## config.mk

```make
export PLATFORM = sky130hd
export DESIGN_NAME = moore_fsm
export DESIGN_NICKNAME = d
export VERILOG_FILES = /design/src/rtl/moore_fsm_pkg.sv /design/src/rtl/moore_fsm.sv
export SDC_FILE = /design/constraint.sdc
export NUM_CORES = 1
export LEC_CHECK = 0
export BUFFER_PORTS_ARGS = -buffer_cell sky130_fd_sc_hd__buf_2
export CAP_MARGIN = 20
export CORE_AREA = 2 2 39 41
export CTS_CLUSTER_SIZE = 12
export DETAILED_ROUTE_END_ITERATION = 6
export DIE_AREA = 0 0 41 43
export SYNTH_ARGS = -nofsm -noshare
export SYNTH_HDL_FRONTEND = slang
export SYNTH_SLANG_ARGS = --single-unit
```

## constraint.sdc

```tcl
create_clock -name clk -period 1.3 [get_ports clk]
set_input_delay 0.065 -clock clk [delete_from_list [all_inputs] [get_ports clk]]
set_output_delay 0.065 -clock clk [all_outputs]
set_load 0.05 [all_outputs]
```

## src/rtl/moore_fsm_pkg.sv

```systemverilog
// Shared definitions for the 1,0,0,1 Moore sequence detector:
// pattern length and the 3-bit state encoding.
package moore_fsm_pkg;

    // Number of serial bits in the detected pattern 1,0,0,1.
    localparam int PATTERN_LEN = 4;

    // Each state records how many pattern bits have been matched so far,
    // so the "fully matched" state encodes as the pattern length.
    typedef enum logic [2:0] {
        S0 = 3'd0,               // no progress
        S1 = 3'd1,               // seen "1"
        S2 = 3'd2,               // seen "10"
        S3 = 3'd3,               // seen "100"
        S4 = 3'(PATTERN_LEN)     // seen "1001" -> detect
    } state_t;

    // Detect flag decode: asserted only in the matched state.
    function automatic logic is_match_state(input state_t st);
        logic match_s;
        if (st == S4) begin
            match_s = 1'b1;
        end else begin
            match_s = 1'b0;
        end
        return match_s;
    endfunction

endpackage : moore_fsm_pkg

```

## src/rtl/moore_fsm.sv

```systemverilog
// Moore detector for the serial pattern 1,0,0,1 with overlapping matches.
// z depends on the current state only; a never reaches z combinationally.
module moore_fsm
    import moore_fsm_pkg::*;
(
    input  logic clk,
    input  logic rst,
    input  logic a,
    output logic z
);

    state_t r_state;
    state_t w_next;
    logic   w_z;

    // State register: asynchronous reset forces S0 immediately, no clock needed.
    always_ff @(posedge clk or posedge rst) begin
        if (rst) begin
            r_state <= S0;
        end else begin
            r_state <= w_next;
        end
    end

    // Next-state logic; anything unexpected (encodings 5..7) falls back to S0.
    always_comb begin
        w_next = S0;
        case (r_state)
            S0:      w_next = a ? S1 : S0;
            S1:      w_next = a ? S1 : S2;   // runs of 1s keep the "1" prefix
            S2:      w_next = a ? S1 : S3;
            S3:      w_next = a ? S4 : S0;   // third 0 loses all progress
            S4:      w_next = a ? S1 : S2;   // trailing 1 seeds the next match
            default: w_next = S0;
        endcase
    end

    // Output decode from the registered state only.
    always_comb begin
        w_z = 1'b0;
        w_z = is_match_state(r_state);
    end

    assign z = w_z;

endmodule : moore_fsm

```

### Yosys cells after proc, flatten, opt, wreduce, memory -nomap -nowiden

Index checks and enable logic that the tools add are counted.
W data, S select, Z words.

| operators by class | value |
|---|---|
| equality and inequality tests | 4 |
| muxes and demuxes | 6 |
| reduce and logical (&&, ||, !) cells | 2 |

Operators by type and width:

| kind | count |
|---|---|
| $pmux W3 S4 | 1 |
| $eq A3 B2 Y1 const B | 2 |
| $mux W2 | 2 |
| $eq A3 B1 Y1 const B | 1 |
| $eq A3 B3 Y1 const B | 1 |
| $logic_not A3 Y1 | 1 |
| $mux W3 | 1 |
| $mux W1 | 2 |
| $reduce_or A2 Y1 | 1 |

| storage, ports and cells | value |
|---|---|
| register bits | 3 |
| output and inout bits | 1 |
| word-level logic and storage cells | 13 |

### Depth between registers and ports, before layout

| depth | value |
|---|---|
| depth after elaboration | 3 |
| depth in mapped cells | 2 |
| gate-level depth less buffers | 2 |

### Worst setup path before layout

Ideal clock, no wire load.

| path | value |
|---|---|
| path kind | reg-to-output |
| start point | register r_state[0] |
| end point | output z |
| arrival | 1.580 ns |
| data required time | 1.235 ns |
| path slack | -0.345 ns |
| cell stages (with the launch flop) | 2 |
| cells stage by stage | dfrtp_1 > nor3b_1 |

| on the way | value |
|---|---|
| longest elaborated chain between the ends | 2 |

Ends and longest elaborated chain:

| element | line | text |
|---|---|---|
| from (decl) | moore_fsm.sv:12 | `state_t r_state;` |
| from (signal assigned) | moore_fsm.sv:21 | `r_state <= w_next;` |
| $eq A3 B3 Y1 | moore_fsm_pkg.sv:21 | `if (st == S4) begin` |
| $mux W1 | moore_fsm_pkg.sv:21 |  |
| to (decl) | moore_fsm.sv:9 | `output logic z` |

No other way between the ends.

### Worst setup path after layout

| path | value |
|---|---|
| start point | register r_state[2] |
| end point | output z |

The elaborated chain is that of the path after synthesis.

==> run metrics <==
Post-Syn Area about 150 sq um; worst-margin pin slew around 250 ps; first-pass GRT wire length 510 microns; initial core utilization a little over a tenth; Largest register FFs 3; Yosys top cell area share roughly 50%; synth warn 0; DRT iter0 DRCs 0; period utilization between 90% and 100%; Power Density just under 2000 mW/mm^2; Reg2Reg Depth 2; max-cap viol count 0; Worst Path Arrival roughly 1100 ps; hold_sp a; Final Hold Viols 0; routability cong. between 0.5 and 0.6; largest net degree at the start of global routing 6; mean area per synthesized cell around 10 sq um; worst-path cell chain nor3b_2 -> buf_2; Die Y about 43 microns; most frequent cells after synthesis 3 x dfrtp_1, 3 x inv_1, 2 x nand2_1; flops & latches, synth 3; io pins 4; worst r2r src r_state[1]$_DFF_PP0_; clock tree buffer depth 2; Yosys top cell by area dfrtp_1; clock latency on the worst-skew pair around 230 ps; core footprint between 0.001 and 0.0015 sq mm; EDFF count, synth 0; dominant synthesized flop cell dfrtp_1; status complete, no violations; Final Max Tran Viols 0; net count after synthesis 18; fillcell total 155; GR Util met2 about 7.5%; CP endpoint kind primary output; Max VDD drop slightly below 0.3 mV; Synth Instances 15; Crit Reg-Reg Endpoint r_state[1]$_DFF_PP0_; Top Registers r_state: 3 flops; async set or reset register ratio after synthesis between 90% and 100%; num rows 14; final wirelength between 300 and 400 microns; top cells by area, synth dfrtp_1 50%, nor3b_2 8.3%, inv_1 7.5%, a22o_2 6.7%, a31o_2 5.8%; Worst Setup Path Type flip-flop to primary output; Clock Pin Slew Worst Setup and Hold Paths roughly 40 ps; synth unique cells 10; Post-CTS Setup Bufs 0; # setup viols final 0; Min-Delay Path Depth 3; depth of the CTS H-tree 1; Max stage delay on crit path approximately 420 ps; leakage power about 0.11 nW; RSZ-0062 raised after global routing no; grt total ovfl 0; initial antenna violation count 0; setup TNS 0 ps; Max Freq between 0.8 and 0.9 GHz; vias in the first global route between 100 and 150; Slew headroom 83.73%; Worst path slowest cell dfrtp_1; R2R Setup Slk 330 ps; Largest Register r_state; Clock Skew between 2 and 2.5 ps; die area between 0.0015 and 0.002 sq mm; Area growth syn-to-layout 50.83%; global-route layer with the greatest usage met4; 1st-pass router iterations 1; port bufs 3; register area share after synthesis between 50% and 60%; Power Total about 450 uW; min cycle time layout ~1200 ps; WP data required between 1000 and 1500 ps; GRT Total Usage around 5.6%; grt met3 use under 10%; post-route ant nets 0; clock root cell clkbuf_4; Hold EP r_state[2]$_DFF_PP0_; die extent in x 41 microns; WHS between 90 and 100 ps; Num CTS Buffers 3; share of cells above drive strength 1 a little over two fifths; Layout Utilization 16.37%; clock tree sinks 3; worst hold path type input pin to flip-flop; nets@finish 27; startpoint types flip-flop; Via density 3.103; TritonCTS clock tree done; met1 Use GR roughly 3.5%; Avg WL per Cell about 7.9 microns; vias after detailed routing between 100 and 150; # diodes 0; Max FO, Critical Path 5; Post-route DRC 0
==> metal layers <==
| metal | share of wire (%) | wire length [microns] | up-vias |
|---|---|---|---|
| met1 | 37 | 115 | 55 |
| met2 | 59 | 182 | 2 |
| li1 | - | - | 64 |
| met3 | 2.6 | 8 | 0 |
| met4 | 0 | 0 | 0 |
| met5 | 0 | 0 | - |
==> power breakdown <==
group          total, mW  internal (mW)  switching, mW
registers          0.173          0.126         0.0462
logic              0.112         0.0617         0.0508
clock network      0.164          0.115         0.0485
==> worst max-delay path, delay by kind of cell (launching register included) <==
kind                   cells  cell delay, ps
DFF                        1             420
buffers and inverters      1             270
and+or+nand+nor            1             180
==> cell usage in the layout, fill, tap and decap left out <==
| master | Yosys | final |
|---|---|---|
| nor2_1 | 1 | 1 |
| a22o_2 | 1 | 1 |
| a31o_2 | 1 | 1 |
| buf_2 | 0 | 3 |
| nor3b_2 | 1 | 2 |
| clkbuf_1 | 0 | 1 |
| nor3_1 | 1 | 1 |
| dlygate4sd3_1 | 0 | 1 |
| clkbuf_4 | 0 | 3 |
| dfrtp_1 | 3 | 3 |
| xor2_1 | 1 | 1 |
| inv_1 | 3 | 3 |
| nand2_1 | 2 | 2 |
==> timing repair <==
| action | in CTS | in global routing |
|---|---|---|
| gates resized for setup | 0 | 0 |
| hold endpoints to repair | 3 | 0 |
| hold buffers | 1 | 0 |
==> per-stage QoR <==
step | std cells | setup WS [ps] | area [sq um]
finish | 39 | 129.4 | 226.5
floorplan | 15 | 144.0 | 155.1
global route | 39 | 54.15 | 226.5
global placement | 34 | 356.2 | 190.2
detailed placement | 34 | 337.7 | 190.2
CTS | 39 | 112.0 | 226.5
==> worst max-delay path by stage <==
stage	start	slack, ps	endpoint	depth (start not counted)
after floorplan	r_state[0]$_DFF_PP0_	140	z	1
after global placement	r_state[1]$_DFF_PP0_	360	r_state[1]$_DFF_PP0_	2
after detailed placement	r_state[1]$_DFF_PP0_	340	r_state[1]$_DFF_PP0_	2
after CTS	r_state[2]$_DFF_PP0_	110	z	2
after global routing	r_state[2]$_DFF_PP0_	50	z	2
final	r_state[2]$_DFF_PP0_	130	z	2
==> cell type report <==
| cell class | instances | area (sq um) | share of cell area [%] |
|---|---|---|---|
| flip-flops and latches | 3 | 75.07 | 33.15 |
| multi-input cells | 9 | 68.82 | 30.39 |
| clock buffers | 4 | 26.28 | 11.60 |
| repair buffers | 4 | 25.02 | 11.05 |
| well taps | 16 | 20.02 | 8.840 |
| inverters | 3 | 11.26 | 4.972 |
==> kinds of logic after synthesis <==
group | after synthesis | synth area share [%]
AO/OA/AOI/OAI | 2 | 12.50
XOR/XNOR | 1 | 5.834
buffers and inverters | 3 | 7.499
flip-flops | 3 | 50.00
AND/OR/NAND/NOR | 6 | 24.16
Power figures use the tool's default switching activity.
